===== src/rtl/led_fader_pkg.sv =====
// rtl/led_fader_pkg.sv - shared constants and step helpers for the LED PWM fader
//
// Purpose: default brightness width plus the level arithmetic shared by the
//          fader top and its per-LED channels.
// Contents:
//   DEFAULT_LEVEL_W - default brightness level width
//   lvl_max(w)      - full-on level for a w-bit brightness value
//   step_toward()   - one saturating +/-1 step of a level toward its target
package led_fader_pkg;

  localparam int DEFAULT_LEVEL_W = 4;

  function automatic int lvl_max(input int w);
    return (1 << w) - 1;
  endfunction

  // Targets are always 0 or the full-on level, so stepping toward the target
  // can never leave the range [0, lvl_max]: saturation falls out naturally.
  function automatic int step_toward(input int level, input int target);
    if (level < target) begin
      return level + 1;
    end else if (level > target) begin
      return level - 1;
    end else begin
      return level;
    end
  endfunction

endpackage


===== src/rtl/led_pwm_channel.sv =====
// rtl/led_pwm_channel.sv - one LED brightness ramp and PWM compare
//
// Purpose: holds one LED's brightness level, steps it toward the commanded
//          target on each ramp tick and produces the registered PWM drive.
// Ports:
//   clk       in   system clock
//   rst       in   asynchronous active-high reset
//   enable    in   0 blanks led_out on the next edge
//   ramp_tick in   single-cycle pulse: move level one step toward target
//   pwm_cnt   in   shared PWM counter
//   cmd       in   1 = target full-on, 0 = target off
//   led_out   out  registered PWM drive
//   busy      out  registered, 1 while level differs from target
module led_pwm_channel
  import led_fader_pkg::*;
#(
  parameter int LEVEL_W = DEFAULT_LEVEL_W
) (
  input  logic               clk,
  input  logic               rst,
  input  logic               enable,
  input  logic               ramp_tick,
  input  logic [LEVEL_W-1:0] pwm_cnt,
  input  logic               cmd,
  output logic               led_out,
  output logic               busy
);

  localparam logic [LEVEL_W-1:0] LVL_MAX = LEVEL_W'(lvl_max(LEVEL_W));

  logic [LEVEL_W-1:0] level_q;
  logic [LEVEL_W-1:0] level_next;
  logic [LEVEL_W-1:0] target;
  logic               pwm_on;

  always_comb begin
    target     = cmd ? LVL_MAX : '0;
    level_next = level_q;
    // The live command is used, so a change landing on the tick cycle counts.
    if (ramp_tick) begin
      level_next = LEVEL_W'(step_toward(int'(level_q), int'(target)));
    end
    // Full level forces constant on; otherwise 'level' ticks high per period.
    pwm_on = (level_q == LVL_MAX) || (pwm_cnt < level_q);
  end

  always_ff @(posedge clk or posedge rst) begin
    if (rst) begin
      level_q <= '0;
      led_out <= 1'b0;
      busy    <= 1'b0;
    end else begin
      level_q <= level_next;
      led_out <= enable && pwm_on;
      busy    <= (level_q != target);
    end
  end

endmodule


===== src/rtl/led_pwm_fader.sv =====
// rtl/led_pwm_fader.sv - PWM dimming and linear fades for the red board LEDs
//
// Purpose: turns the on/off LED PIO word into per-LED linear fades with PWM
//          output. A shared timebase (prescaler, PWM counter, ramp counter)
//          drives one led_pwm_channel per LED.
// Ports:
//   clk_clk     in   system clock, rising edge
//   reset_reset in   asynchronous active-high reset
//   led_cmd     in   per-LED target, 1 = on, 0 = off
//   enable      in   0 freezes the timebase and levels and blanks led_out
//   led_out     out  registered PWM drive to the pins
//   busy        out  registered, bit i = 1 while level[i] differs from target
module led_pwm_fader
  import led_fader_pkg::*;
#(
  parameter int NUM_LEDS     = 10,
  parameter int LEVEL_W      = DEFAULT_LEVEL_W,
  parameter int PRESCALE     = 256,
  parameter int RAMP_PERIODS = 4
) (
  input  logic                clk_clk,
  input  logic                reset_reset,
  input  logic [NUM_LEDS-1:0] led_cmd,
  input  logic                enable,
  output logic [NUM_LEDS-1:0] led_out,
  output logic [NUM_LEDS-1:0] busy
);

  // Counters that only ever hold 0 still need one bit of storage.
  localparam int PRE_W  = (PRESCALE > 1) ? $clog2(PRESCALE) : 1;
  localparam int RAMP_W = (RAMP_PERIODS > 1) ? $clog2(RAMP_PERIODS) : 1;

  localparam logic [PRE_W-1:0]   PRE_LAST  = PRE_W'(PRESCALE - 1);
  localparam logic [RAMP_W-1:0]  RAMP_LAST = RAMP_W'(RAMP_PERIODS - 1);
  localparam logic [LEVEL_W-1:0] LVL_MAX   = LEVEL_W'(lvl_max(LEVEL_W));

  logic [PRE_W-1:0]   pre_cnt;
  logic [LEVEL_W-1:0] pwm_cnt;
  logic [RAMP_W-1:0]  ramp_cnt;
  logic               pre_tc;
  logic               per_end;
  logic               ramp_tick;

  assign pre_tc  = (pre_cnt == PRE_LAST);
  assign per_end = pre_tc && (pwm_cnt == LVL_MAX);
  // Gated by enable so levels hold while the block is frozen.
  assign ramp_tick = enable && per_end && (ramp_cnt == RAMP_LAST);

  always_ff @(posedge clk_clk or posedge reset_reset) begin
    if (reset_reset) begin
      pre_cnt  <= '0;
      pwm_cnt  <= '0;
      ramp_cnt <= '0;
    end else if (enable) begin
      pre_cnt <= pre_tc ? '0 : pre_cnt + PRE_W'(1);
      if (pre_tc) begin
        // Natural LEVEL_W-bit overflow gives the LVL_MAX -> 0 wrap.
        pwm_cnt <= pwm_cnt + LEVEL_W'(1);
      end
      if (per_end) begin
        ramp_cnt <= (ramp_cnt == RAMP_LAST) ? '0 : ramp_cnt + RAMP_W'(1);
      end
    end
  end

  for (genvar i = 0; i < NUM_LEDS; i++) begin : gen_ch
    led_pwm_channel #(
      .LEVEL_W(LEVEL_W)
    ) u_ch (
      .clk      (clk_clk),
      .rst      (reset_reset),
      .enable   (enable),
      .ramp_tick(ramp_tick),
      .pwm_cnt  (pwm_cnt),
      .cmd      (led_cmd[i]),
      .led_out  (led_out[i]),
      .busy     (busy[i])
    );
  end

endmodule


===== config.mk =====
export PLATFORM = sky130hd
export DESIGN_NAME = led_pwm_fader
export DESIGN_NICKNAME = d
export VERILOG_FILES = /design/src/rtl/led_fader_pkg.sv /design/src/rtl/led_pwm_channel.sv /design/src/rtl/led_pwm_fader.sv
export SDC_FILE = /design/constraint.sdc
export NUM_CORES = 1
export LEC_CHECK = 0
export CAP_MARGIN = 20
export CELL_PAD_IN_SITES_DETAIL_PLACEMENT = 1
export CELL_PAD_IN_SITES_GLOBAL_PLACEMENT = 1
export CORE_UTILIZATION = 40
export CTS_BUF_LIST = sky130_fd_sc_hd__clkbuf_16
export DETAILED_ROUTE_END_ITERATION = 7
export PLACE_DENSITY = 0.77
export RECOVER_POWER = 50
export SYNTH_ARGS = -nofsm -noshare
export SYNTH_HDL_FRONTEND = slang
export SYNTH_HIERARCHICAL = 1
export SYNTH_SLANG_ARGS = --single-unit

===== constraint.sdc =====
create_clock -name clk_clk -period 3 [get_ports clk_clk]
set_input_delay 0.3 -clock clk_clk [delete_from_list [all_inputs] [get_ports clk_clk]]
set_output_delay 0.3 -clock clk_clk [all_outputs]
set_load 0.01 [all_outputs]

# --- Word-level counts from Yosys, hierarchy flattened ---
# Index checks and enable logic that the tools add are counted.
totals:
  in_bits: 13
  regBits: 74
classes:
  n_lt_le_gt_ge: 30
  muxes: 32
  eq_ne: 23
  add_sub_neg: 23
  reduce_logical: 45
ops:
  columns: ["operator", "count"]
  rows:
  - ["$mux W4", 30]
  - ["$lt A4 B4 Y1", 20]
  - ["$add A4 B1 Y4 const B", 11]
  - ["$eq A4 B4 Y1 const B", 11]
  - ["$gt A4 B4 Y1", 10]
  - ["$ne A4 B4 Y1", 10]
  - ["$sub A4 B1 Y4 const B", 10]
  - ["$reduce_and A2 Y1", 12]
  - ["$reduce_bool A2 Y1", 10]
  - ["$logic_and A1 B1 Y1", 13]
  - ["$logic_or A1 B1 Y1", 10]
  - ["$add A8 B1 Y8 const B", 1]
  - ["$eq A8 B8 Y1 const B", 1]
  - ["$mux W8", 1]
  - ["$add A2 B1 Y2 const B", 1]
  - ["$eq A2 B2 Y1 const B", 1]
  - ["$mux W2", 1]

# --- Depth between registers and ports, before layout ---
depth:
  word_depth: 5
  ltp_mapped: 12

# --- Modules after synthesis ---
# The synthesis kept the hierarchy.
modules_own_cells:
  columns: ["mod", "cells_per_inst", "instances", "area_each_um2"]
  rows:
  - ["led_pwm_channel", 47, 10, 490.5]
  - ["led_pwm_fader", 59, 1, 709.4]

# --- Worst setup path after synthesis ---
# OpenSTA, ideal clock, no wires.
synth_path:
  path_type: "reg-to-reg"
  start: "register pwm_cnt[1]"
  end: "register gen_ch[0].u_ch.level_q[1]"
  stages_incl_launch_ff: 7
  setup_slack_ns: 0.309
  arrival_ns: 2.563
  setup_ns: 0.128
  required_time_ns: 2.872
  path_cell_list: "dfrtp_1 -> ha_1 -> inv_1 -> nor3_2 -> and4_1 -> o21ai_4 -> mux2_1"
synth_via:
  elab_chain_cells: 5
synth_rtl:
  columns: ["item", "line", "rtl"]
  rows:
  - ["start, declared", "led_pwm_fader.sv:38", "logic [LEVEL_W-1:0] pwm_cnt;"]
  - ["start signal, assigned", "led_pwm_fader.sv:58", "pwm_cnt <= pwm_cnt + LEVEL_W'(1);"]
  - ["$eq A4 B4 Y1", "led_pwm_fader.sv:45", "assign per_end = pre_tc && (pwm_cnt == LVL_MAX);"]
  - ["$logic_and A1 B1 Y1", "led_pwm_fader.sv:45", null]
  - ["$logic_and A1 B1 Y1 (2 in a row)", "led_pwm_fader.sv:47", "assign ramp_tick = enable && per_end && (ramp_cnt == RAMP_LAST);"]
  - ["via ramp_tick", "led_pwm_fader.sv:42", "logic ramp_tick;"]
  - ["$reduce_and A2 Y1 (no line)", null, null]
  - ["end signal, assigned", "led_pwm_channel.sv:53", "level_q <= level_next;"]
  - ["end, declared", "led_pwm_channel.sv:31", "logic [LEVEL_W-1:0] level_q;"]
# The timed path passes the listed nets, and every way through them passes these cells.
# A chain may end at the register's enable or synchronous reset.

# --- Worst setup path in the final report ---
layout_path:
  start: "register pre_cnt[0]"
  end: "register gen_ch[6].u_ch.level_q[3]"
layout_via:
  elab_chain_cells: 5
layout_rtl:
  columns: ["item", "line", "rtl"]
  rows:
  - ["start, declared", "led_pwm_fader.sv:37", "logic [PRE_W-1:0] pre_cnt;"]
  - ["start signal, assigned", "led_pwm_fader.sv:55", "pre_cnt <= pre_tc ? '0 : pre_cnt + PRE_W'(1);"]
  - ["$eq A8 B8 Y1", "led_pwm_fader.sv:44", "assign pre_tc = (pre_cnt == PRE_LAST);"]
  - ["$logic_and A1 B1 Y1", "led_pwm_fader.sv:45", null]
  - ["$logic_and A1 B1 Y1 (2 in a row)", "led_pwm_fader.sv:47", null]
  - ["via ramp_tick", "led_pwm_fader.sv:42", null]
  - ["$reduce_and A2 Y1 (no line)", null, null]
  - ["end signal, assigned", "led_pwm_channel.sv:53", null]
  - ["end, declared", "led_pwm_channel.sv:31", null]
# The timed path passes the listed nets, and every way through them passes these cells.

==> results.sh <==
export IMPL_ys_seq_area_share_pct=33.0
export IMPL_portBuffers=32
export IMPL_clockBufferDepth=2
export IMPL_hold_end="ramp_cnt[1]"
export IMPL_route_met3_wl_um=198
export IMPL_root_buffer="clkbuf_16"
export IMPL_post_synth_top_area_fraction_pct=33.0
export IMPL_dpl_hpwl_um=9890
export IMPL_drt_total_wl_um=12500
export IMPL_io_pins=33
export IMPL_cts_tree="done"
export IMPL_n_antenna_cell=0
export IMPL_yosys_warnings=6
export IMPL_routed_wl_met2_um=6600
export IMPL_hp_class="reg2reg"
export IMPL_finalHoldViolCount=0
export IMPL_vias=4073
export IMPL_grt_overflow=0
export IMPL_grt_pass1_wl_um=21900
export IMPL_ant_nets=0
export IMPL_vias_per_cell=5.36
export IMPL_postCtsHoldBufs=0
export IMPL_die_h_um=120
export IMPL_yosysTopAreaCell="dfrtp_1"
export IMPL_die_area_um2=14500
export IMPL_wl_met1_um=5450
export IMPL_place_congestion=0.799
export IMPL_endpoint_kind="flop"
export IMPL_core_um2=13500
export IMPL_fp_row_count=42
export IMPL_die_x_um=120
export IMPL_status="complete, no violations"
export IMPL_period_minus_slack_ns=2.55
export IMPL_period_share_pct=85.1
export IMPL_grt_antenna_before_repair=0
export IMPL_setup_viol=0
export IMPL_cts_clk_slew_worst_paths_ns=0.06
export IMPL_grt_usage_pct=19.3
export IMPL_clock_latency_ns=0.34
export IMPL_maxCapViolCount=0
export IMPL_r2r_setup_slack_ns=0.45
export IMPL_cts_resized=0
export IMPL_tightestPinTransition_ns=0.913
export IMPL_finalInstanceArea_um2=6470
export IMPL_crit_fanout=18
export IMPL_whs_path_depth=1
export IMPL_first_iter_violations=142
export IMPL_cts_sinks=74
export IMPL_reg2reg_from="pre_cnt[0]"
export IMPL_p_leak_nw=3.15
export IMPL_drt_first_pass_iters=4
export IMPL_critical_path_class="reg2reg"
export IMPL_syn_area_um2=5610
export IMPL_ir_worst_vdd_mv=0.222
export IMPL_synth_avg_cell_area_um2=10.6
export IMPL_detail_route_wl_per_cell_um=16.5
export IMPL_htreeDepth=3
export IMPL_hp_start="ramp_cnt[1]"
export IMPL_timing_critical_path_required_ns=3.26
export IMPL_cp_start_kind="flop"
export IMPL_syn_nets=645
export IMPL_crit_start="pre_cnt[0]"
export IMPL_drc_errors=0
export IMPL_fin_setup_tns_ns=0
export IMPL_cts_buffers=9
export IMPL_cp_arrival_ns=2.81
export IMPL_grt_pass1_vias=4624
export IMPL_ys_seq_elements=74
export IMPL_grt_max_degree=19
export IMPL_drive_gt1_share_pct=13.2
export IMPL_rsz0062_at_grt="false"
export IMPL_slew_headroom_pct=39.1
export IMPL_postCtsSetupBuffers=0
export IMPL_synth_top_cells_by_area="dfrtp_1 (33%), ha_1 (21%), inv_1 (5.5%), xnor2_1 (5.0%), fa_1 (3.6%)"
export IMPL_r2r_cells=8
export IMPL_syn_inst=529
export IMPL_syn_to_final_growth_pct=15.3
export IMPL_top_layer="met4"
export IMPL_worstReg2RegEnd="gen_ch[6].u_ch/level_q[3]"
export IMPL_post_dp_cell_area_um2=6210
export IMPL_fmax_mhz=392
export IMPL_power_density_nw_per_um2=393
export IMPL_drv_slew=0
export IMPL_clock_skew_ns=0.00354
export IMPL_start_util_pct=41.7
export IMPL_synth_distinct_cells=32
export IMPL_nets=695
-- logic make-up after synthesis --
| kind of cell | count (synthesis) | share of synthesized area, % |
|---|---|---|
| compound gates | 114 | 17.0 |
| xor+xnor | 37 | 5.77 |
| fa+ha+maj | 103 | 24.3 |
| buf+inv | 83 | 5.55 |
| flops | 74 | 33.0 |
| mux | 26 | 4.95 |
| simple gates | 92 | 9.49 |
-- through the flow --
| stage | power [mW] | util [%] | setup WS, ns | hold slack [ns] | instances |
|---|---|---|---|---|---|
| final | 2.55 | 48.1 | 0.448 | 0.550 | 760 |
| after global routing | 2.67 | 48.1 | 0.244 | 0.553 | 760 |
| after CTS | 2.61 | 48.3 | 0.467 | 0.374 | 760 |
| after detailed placement | 1.51 | 46.1 | 0.0978 | 0.510 | 744 |
| after global placement | 1.48 | 46.1 | 0.280 | 0.495 | 744 |
| after floorplan | 1.39 | - | 0.309 | 0.0910 | 529 |
-- cells in the final DEF, fill, tap and decap left out, drive strengths merged, types with 2 or more instances in the layout --
cell	count
ha	93
inv	84
dfrtp	74
a21oi	40
nand2	33
xnor2	32
clkdlybuf4s50	30
a21o	21
o21a	20
nand3	16
mux2	14
nand4	13
mux2i	12
o21ai	12
nor4	11
clkbuf	11
nand2b	10
o2111ai	10
o31ai	10
fa	10
xor2	5
buf	5
nor2	5
clkinv	5
nor3	3
dlygate4sd3	2
-- per-layer routing --
metal  global-route usage (%)  vias up
met5                        0        -
met4                     8.49        0
met3                     2.74       21
met2                     34.8       41
met1                     22.8     2046
li1                         -     1965
-- worst max path at each step --
stage / to / slack [ns] / cells after the start
floorplan: gen_ch[0].u_ch/level_q[1] / 0.31 / 6
global placement: gen_ch[7].u_ch/level_q[3] / 0.28 / 11
detailed placement: gen_ch[1].u_ch/level_q[3] / 0.1 / 12
CTS: gen_ch[1].u_ch/level_q[3] / 0.47 / 12
global route: gen_ch[1].u_ch/level_q[3] / 0.24 / 8
finish: gen_ch[6].u_ch/level_q[3] / 0.45 / 8
-- Yosys cell counts (all sizes together) --
library cell	count
xor2	5
inv	83
fa	10
mux2	14
a21oi	40
o21ai	12
o31ai	10
nor3	3
mux2i	12
o2111ai	10
a211o	1
a21o	21
nand2b	10
nor4	11
nor2	5
xnor2	32
nand2	33
dfrtp	74
and4	1
nand4	13
o21a	20
nand3	16
ha	93
-- sequential cells by signal (all words and copies together), names as in the netlist --
| register | flops |
|---|---|
| pwm_cnt | 4 |
| gen_ch.u_ch/busy | 10 |
| gen_ch.u_ch/level_q | 40 |
| pre_cnt | 8 |
| ramp_cnt | 2 |
| gen_ch.u_ch/led_out | 10 |
-- cell type report --
type | count | area (um^2)
Clock buffer | 9 | 225
Sequential cell | 74 | 1850
Inverter | 83 | 312
Fill cell | 1506 | 6980
Tap cell | 176 | 220
Timing Repair Buffer | 39 | 365
Multi-Input combinational cell | 372 | 3440
Clock inverter | 7 | 61.3
-- critical path: stages (launching register included) --
cell	delay, ns
dfrtp_1	0.40
ha_1	0.22
nand4_1	0.40
nor3_2	0.33
and4_2	0.27
buf_4	0.32
nand2_1	0.13
o31ai_2	0.25
xnor2_1	0.16
-- report_power, final --
part | leakage, nW | switching, mW | total [mW] | internal, mW
clock network | 0.148 | 0.431 | 1.07 | 0.635
logic | 2.16 | 0.202 | 0.354 | 0.152
registers | 0.846 | 0.0717 | 1.12 | 1.05
Note: power is estimated with default switching activity, not from simulation.
